File: src/rtl/axi4_lite_master.sv
// AXI4-Lite master bridge: turns level store/load requests from the memory stage into
// AXI4-Lite write/read transactions, with independent write and read state machines.
module axi4_lite_master #(
    parameter int ADDR_WIDTH = 32,
    parameter int DATA_WIDTH = 32
) (
    input  logic                    clk,
    input  logic                    rst,

    input  logic                    write_start,
    input  logic [ADDR_WIDTH-1:0]   write_addr,
    input  logic [DATA_WIDTH-1:0]   write_data,
    input  logic [DATA_WIDTH/8-1:0] write_strobe,
    output logic                    write_busy,
    output logic                    write_err,

    input  logic                    read_start,
    input  logic [ADDR_WIDTH-1:0]   read_addr,
    output logic [DATA_WIDTH-1:0]   read_data,
    output logic                    read_busy,
    output logic                    read_err,

    output logic [ADDR_WIDTH-1:0]   m_awaddr,
    output logic [2:0]              m_awprot,
    output logic                    m_awvalid,
    input  logic                    m_awready,
    output logic [DATA_WIDTH-1:0]   m_wdata,
    output logic [DATA_WIDTH/8-1:0] m_wstrb,
    output logic                    m_wvalid,
    input  logic                    m_wready,
    input  logic [1:0]              m_bresp,
    input  logic                    m_bvalid,
    output logic                    m_bready,

    output logic [ADDR_WIDTH-1:0]   m_araddr,
    output logic [2:0]              m_arprot,
    output logic                    m_arvalid,
    input  logic                    m_arready,
    input  logic [DATA_WIDTH-1:0]   m_rdata,
    input  logic [1:0]              m_rresp,
    input  logic                    m_rvalid,
    output logic                    m_rready
);

    typedef enum logic [1:0] {W_IDLE, W_REQ, W_RESP, W_DONE} w_state_t;
    typedef enum logic [1:0] {R_IDLE, R_ADDR, R_DATA, R_DONE} r_state_t;

    w_state_t w_state;
    r_state_t r_state;

    logic aw_hs;
    logic w_hs;
    logic aw_clear;
    logic w_clear;

    assign m_awprot = 3'b000;
    assign m_arprot = 3'b000;

    assign aw_hs = m_awvalid & m_awready;
    assign w_hs  = m_wvalid & m_wready;

    // A channel is finished once its valid is already down or handshakes this cycle,
    // so AW and W may complete in either order or together.
    assign aw_clear = !m_awvalid || m_awready;
    assign w_clear  = !m_wvalid || m_wready;

    // Combinational so the stall appears in the very cycle the request is raised.
    assign write_busy = ((w_state == W_IDLE) && write_start) ||
                        (w_state == W_REQ) || (w_state == W_RESP);
    assign read_busy  = ((r_state == R_IDLE) && read_start) ||
                        (r_state == R_ADDR) || (r_state == R_DATA);

    always_ff @(posedge clk) begin
        if (rst) begin
            w_state   <= W_IDLE;
            m_awaddr  <= '0;
            m_wdata   <= '0;
            m_wstrb   <= '0;
            m_awvalid <= 1'b0;
            m_wvalid  <= 1'b0;
            m_bready  <= 1'b0;
            write_err <= 1'b0;
        end else begin
            case (w_state)
                W_IDLE: begin
                    write_err <= 1'b0;
                    if (write_start) begin
                        m_awaddr  <= write_addr;
                        m_wdata   <= write_data;
                        m_wstrb   <= write_strobe;
                        m_awvalid <= 1'b1;
                        m_wvalid  <= 1'b1;
                        w_state   <= W_REQ;
                    end
                end
                W_REQ: begin
                    if (aw_hs) m_awvalid <= 1'b0;
                    if (w_hs)  m_wvalid  <= 1'b0;
                    if (aw_clear && w_clear) begin
                        m_bready <= 1'b1;
                        w_state  <= W_RESP;
                    end
                end
                W_RESP: begin
                    if (m_bvalid) begin
                        m_bready  <= 1'b0;
                        write_err <= (m_bresp != 2'b00);
                        w_state   <= W_DONE;
                    end
                end
                W_DONE: begin
                    // One non-busy cycle; a held write_start is ignored here.
                    write_err <= 1'b0;
                    w_state   <= W_IDLE;
                end
                default: w_state <= W_IDLE;
            endcase
        end
    end

    always_ff @(posedge clk) begin
        if (rst) begin
            r_state   <= R_IDLE;
            m_araddr  <= '0;
            m_arvalid <= 1'b0;
            m_rready  <= 1'b0;
            read_data <= '0;
            read_err  <= 1'b0;
        end else begin
            case (r_state)
                R_IDLE: begin
                    read_err <= 1'b0;
                    if (read_start) begin
                        m_araddr  <= read_addr;
                        m_arvalid <= 1'b1;
                        r_state   <= R_ADDR;
                    end
                end
                R_ADDR: begin
                    if (m_arready) begin
                        m_arvalid <= 1'b0;
                        m_rready  <= 1'b1;
                        r_state   <= R_DATA;
                    end
                end
                R_DATA: begin
                    if (m_rvalid) begin
                        m_rready  <= 1'b0;
                        read_data <= m_rdata;
                        read_err  <= (m_rresp != 2'b00);
                        r_state   <= R_DONE;
                    end
                end
                R_DONE: begin
                    // read_data keeps the captured word until the next capture.
                    read_err <= 1'b0;
                    r_state  <= R_IDLE;
                end
                default: r_state <= R_IDLE;
            endcase
        end
    end

endmodule

File: config.mk
export PLATFORM = sky130hd
export DESIGN_NAME = axi4_lite_master
export DESIGN_NICKNAME = d
export VERILOG_FILES = /design/src/rtl/axi4_lite_master.sv
export SDC_FILE = /design/constraint.sdc
export NUM_CORES = 1
export LEC_CHECK = 0
export ABC_AREA = 0
export BUFFER_PORTS_ARGS = -buffer_cell sky130_fd_sc_hd__buf_2
export CAP_MARGIN = 10
export CORE_UTILIZATION = 30
export DETAILED_ROUTE_END_ITERATION = 8
export PLACE_DENSITY_LB_ADDON = 0.25
export SETUP_SLACK_MARGIN = 0.3
export SYNTH_ARGS = -nofsm -noshare
export SYNTH_HDL_FRONTEND = slang
export SYNTH_SLANG_ARGS = --single-unit
File: constraint.sdc
create_clock -name clk -period 4.01 [get_ports clk]
set_input_delay 0.802 -clock clk [delete_from_list [all_inputs] [get_ports clk]]
set_output_delay 0.802 -clock clk [all_outputs]
set_load 0.005 [all_outputs]
---- After elaboration in Yosys (flattened, before gate mapping) ----
Cells that the tools add are included.
storage, ports and cells
  bits in registers ....................... 143
  bits of input ports ..................... 145
  output and inout bits ................... 147
  logic and storage cells ................. 91
cells by class
  eq/ne operators ......................... 14
  mux-type cells .......................... 26
  bitwise operators ....................... 2
  reductions and logical operators ........ 35
operator list
  kind                                                   number
  AND reduction 3 bit                                    7
  case mux 2 bit (4 select lines)                        2
  nonzero test 2 bit                                     8
  inequality test 2 bit, second input constant           7
  case mux 1 bit (2 select lines)                        7
  two-way mux 2 bit                                      6
  two-way mux 1 bit                                      11
  AND reduction 2 bit                                    5
  == test 2 bit, second input constant                   4
  logical OR 1 bit                                       6
  == test 2 x 1 -> 1 bit, second input constant          2
  zero test 2 bit                                        2
  OR reduction 2 bit                                     2
  logical AND 1 bit                                      3
  AND 1 bit                                              2
  zero test 1 bit                                        2
  inequality test 2 x 1 -> 1 bit, second input constant  1

---- Depth between registers and ports, before layout ----
  depth after elaboration ................. 5
  mapped depth ............................ 8
  depth with buffers taken out ............ 6

---- Least setup slack after synthesis ----
Ideal clock, no wire load.
  kind .................................... input-to-output
  start ................................... input write_start
  end ..................................... output write_busy
  arrival ................................. 1.504 ns
  data required time ...................... 3.208 ns
  path slack .............................. 1.704 ns
  stages on the path ...................... 4
  buffers on the path ..................... 2
  cell sequence ........................... and2_1 buf_6 buf_8 or3_1
on the way
  word-level cells in the longest chain between the ends .. 3
RTL lines
  element            RTL line  text
  from (decl)        10        input logic write_start,
  logical AND 1 bit  68        assign write_busy = ((w_state == W_IDLE) && write_start) ||
  logical OR 1 bit   68
  logical OR 1 bit   69        (w_state == W_REQ) || (w_state == W_RESP);
  to (decl)          14        output logic write_busy,
Every way passes these cells.

---- Final worst setup path ----
  start ................................... register r_state[0]
  end ..................................... output read_busy
on the way
  word-level cells in the longest chain between the ends .. 4
  elaborated cells on any way between the ends .. 6
  those cells by class .................... eq/ne: 2; reduce/logical: 4
RTL lines
  element                 RTL line  text
  from (decl)             49        r_state_t r_state;
  from (signal assigned)  123       r_state <= R_IDLE;
  from (signal assigned)  136       r_state <= R_ADDR;
  from (signal assigned)  143       r_state <= R_DATA;
  zero test 2 bit         70        assign read_busy = ((r_state == R_IDLE) && read_start) ||
  logical AND 1 bit       70
  logical OR 1 bit        70
  logical OR 1 bit *      71        (r_state == R_ADDR) || (r_state == R_DATA);
  to (decl)               20        output logic read_busy,
Mark *: on every way between the ends. The rest lies on a longest branch, timed or not.

==> impl_summary.txt <==
----------------------------------------------------
[Timing]
  Skew final ... 8.990 ps
  Achievable Freq ... 364.9 MHz
  Setup TNS ... 0 ps
  Final Hold Violating Endpoints ... 0
  Post-route fraction of the period consumed by the critical path ... approximately two thirds
  Worst hold-check slack ... 450.0 ps
  Post-layout minimum cycle time ... 2740 ps
  Final setup viols ... 0
  Setup repair after global routing missed its margin ... false
  Number of max-slew violations in the final report ... 0
  Transition time of the tightest slew-check pin ... 1157 ps
  Headroom to the max-slew limit ... between 20% and 30%

[Place]
  Standard cell area after detailed placement ... between 0.006 and 0.007 mm^2
  Number of port buffers ... 285
  Half-perimeter wire length of the detailed placement result ... 10.29 mm
  Routability congestion estimate from global placement ... 0.7508

[Floorplan]
  Core Box Area ... 0.01730 mm^2
  Die outline width ... between 100 and 150 um
  Initial core utilization ... 30.76%
  Height of the die ... 135.2 um
  Core Rows ... 48
  I/O pin total ... 292
  Die area ... around 0.018 mm^2

[Power and ir drop]
  Clk pwr share ... 34.6%
  Peak supply drop ... 0.3708 mV
  Combinational cell fraction of total power ... 27.4%
  Power per cell area ... 646.0 mW/mm^2
  Internal portion of total power ... around 3.3 mW
  Sequential group share of total power ... between 30% and 40%
  Switching power total ... 1.529 mW
  Sw Ratio ... between 30% and 40%
  P_leak ... 3.467 nW

[Finish]
  Final std cell area, no fill ... 0.007443 mm^2
  Post-layout net count ... 1083
  Share of final-layout standard cells stronger than drive strength 1 ... a little over a third
  Most used cells in the layout excluding fill and tap cells ... 284 x sky130_fd_sc_hd__buf_2, 273 x sky130_fd_sc_hd__nand2_1, 143 x sky130_fd_sc_hd__dfxtp_1
  Layout Area Growth over Synthesis ... 39.91%
  Most frequent standard cell in the layout excluding fill and tap cells ... sky130_fd_sc_hd__buf_2

[Synthesis]
  Syn Inst Count ... 666
  Syn_area_per_cell ... about 8.0 um^2
  Yosys warns ... 0
  Post-synthesis sequential area ratio ... 53.81%
  Post-Synthesis Cell Area ... 0.005320 mm^2
  Synth Register Bits ... between 100 and 150
  Yosys cell types ... 30

[Clock tree]
  Setup Buffers After CTS ... 0
  Source-to-sink clock delay at the later pin of the worst-skew pair ... about 410 ps
  Clock tree from TritonCTS ... built
  Clock transition time at the flip-flop clock pins of the worst setup and hold paths ... 60 ps
  Number of hold buffers added after cts ... 0
  Maximum buffer depth of the clock tree ... 2
  CTS H-tree lvls ... 4
  Number of buffers added by the clock tree synthesis step ... 17
  Buffer type at the clock tree root ... sky130_fd_sc_hd__clkbuf_16
  Sink Count ... 143
  Post-cts gate resize count ... 0

[Critical path]
  Crit. End Element ... output port
  Worst reg2reg path startpoint ... r_state[0]
  Critical path launch point type ... register
  Maximum fanout along the worst path ... 33
  Critical path arrival ... 1940 ps
  Startpoint-to-endpoint class of the critical path ... register to output port
  Worst setup startpoint ... r_state[0]
  Required time reported for the critical path endpoint ... 3210 ps

[Global route]
  Overall track demand over capacity in global routing ... 15.96%
  Number of antenna violations at the first check in global routing ... 3
  Pin count of the biggest net entering global routing ... 75
  Number of global-route vias before repair ... 4406
  First-pass GRT wire length ... between 20 and 25 mm
  Total gr overflow ... 0

[Drt]
  Antenna-violating nets left ... 0
  DRC ... 0
  First DRT Iteration DRCs ... 241
  Sum of routed wire length over all layers ... about 15 mm
  WL/cell ... 12.80 um
  Number of iterations in the first detailed-routing pass ... 4
  Vias ... a little over 5000
  Via/cell ratio ... between 4 and 5

[Hold path]
  Hold Crit Class ... register to register
  Startpoint of the lowest-slack hold path ... m_wstrb[3]

[Job]
  Number of max-cap violations ... 0

[Status]
  Outcome ... complete, no violations

----------------------------------------------------
==> critical path, stage by stage (launching register included) <==
cell and delay, ps:
sky130_fd_sc_hd__dfxtp_1 370, sky130_fd_sc_hd__inv_1 80, sky130_fd_sc_hd__ha_1 240, sky130_fd_sc_hd__and2_1 150, sky130_fd_sc_hd__buf_4 230, sky130_fd_sc_hd__or3_1 330
sky130_fd_sc_hd__buf_2 130
==> cell usage after synthesis <==
cell type                   instances  area (um^2)
sky130_fd_sc_hd__a2111oi_2          1        15.01
sky130_fd_sc_hd__nand2_1          274         1028
sky130_fd_sc_hd__nor2_1             4        15.01
sky130_fd_sc_hd__nor2b_1            6        37.54
sky130_fd_sc_hd__nand2b_1           4        25.02
sky130_fd_sc_hd__nor3_2             1        10.01
sky130_fd_sc_hd__a31oi_1            1        6.260
sky130_fd_sc_hd__or2_2              1        6.260
sky130_fd_sc_hd__dfxtp_1          143         2863
sky130_fd_sc_hd__conb_1             1        3.750
sky130_fd_sc_hd__o211ai_1           1        7.510
sky130_fd_sc_hd__buf_8              2        30.03
sky130_fd_sc_hd__buf_6              1        11.26
sky130_fd_sc_hd__clkbuf_2           1        5.000
sky130_fd_sc_hd__and2_1             4        25.02
sky130_fd_sc_hd__o21a_1             1        7.510
sky130_fd_sc_hd__inv_1              7        26.28
sky130_fd_sc_hd__clkbuf_1          12        45.04
sky130_fd_sc_hd__buf_4             14        105.1
sky130_fd_sc_hd__and3_4             1        11.26
sky130_fd_sc_hd__mux2i_1            2        20.02
sky130_fd_sc_hd__a21oi_1          131        655.6
sky130_fd_sc_hd__a21oi_2           10        87.58
sky130_fd_sc_hd__or3_1              4        25.02
sky130_fd_sc_hd__nor3_1             2        10.01
sky130_fd_sc_hd__buf_1             10        37.54
sky130_fd_sc_hd__a21bo_2            1        10.01
sky130_fd_sc_hd__o21ai_0            7        35.03
sky130_fd_sc_hd__buf_2             11        55.05
sky130_fd_sc_hd__ha_1               8        100.1
==> metrics by stage <==
step	total power, mW	utilization (%)	setup WS, ps	std cells
finish	4.808	43.03	1270	1169
global route	5.139	43.03	1112	1169
CTS	4.886	43.02	1222	1168
detailed placement	3.200	39.44	1426	1136
global placement	3.191	39.44	1423	1136
floorplan	2.718	-	1704	671
==> cell type report <==
class                      instances  area, um^2
multi-input combinational        470        2165
tap                              225       281.5
inverter                           7       26.28
timing repair buffer             291        1486
fill                            1856        9853
sequential                       143        2863
clock buffer                      19       432.9
clock inverter                    13       186.4
antenna                            1       2.502
==> kinds of logic after synthesis <==
logic type	Yosys count	synth area share, %
buf+inv	58	5.927
flops	143	53.81
mux	2	0.3763
other cells	1	0.07049
compound gates	153	15.50
simple gates	301	22.44
fa+ha+maj	8	1.882
==> state kept, by name, indices dropped and copies added, names as in the netlist, 2 cells and up <==
register   count
m_wstrb        4
m_araddr      32
w_state        2
m_wdata       32
m_awaddr      32
r_state        2
read_data     32
==> path summary, 6_finish.rpt <==
| check | depth (start not counted) | slack (ps) | endpoint |
|---|---|---|---|
| hold reg to reg | 2 | 450 | m_wstrb[3] |
| hold / removal | 2 | 450 | m_wstrb[3] |
| setup / recovery | 6 | 1270 | read_busy |
| setup reg to reg | 5 | 2040 | read_data[26] |
==> power by group through the flow <==
| stage | sequential (mW) | clock (mW) | combinational, mW |
|---|---|---|---|
| 6_report | 1.83 | 1.66 | 1.32 |
| 5_1_grt | 1.86 | 1.78 | 1.49 |
| 4_1_cts | 1.83 | 1.71 | 1.34 |
| 3_5_place_dp | 1.86 | 0 | 1.34 |
| 3_3_place_gp | 1.85 | 0 | 1.34 |
| 2_1_floorplan | 1.89 | 0 | 0.832 |
==> layer usage <==
| layer | wire length, um | part of all wire, % | track usage, % |
|---|---|---|---|
| met2 | 7209 | 48 | 26.04 |
| met5 | 13 | 0.087 | 0 |
| met1 | 6563 | 44 | 19.74 |
| met4 | 148 | 0.99 | 4.931 |
| met3 | 1033 | 6.9 | 5.425 |
Power figures use the tool's default switching activity.
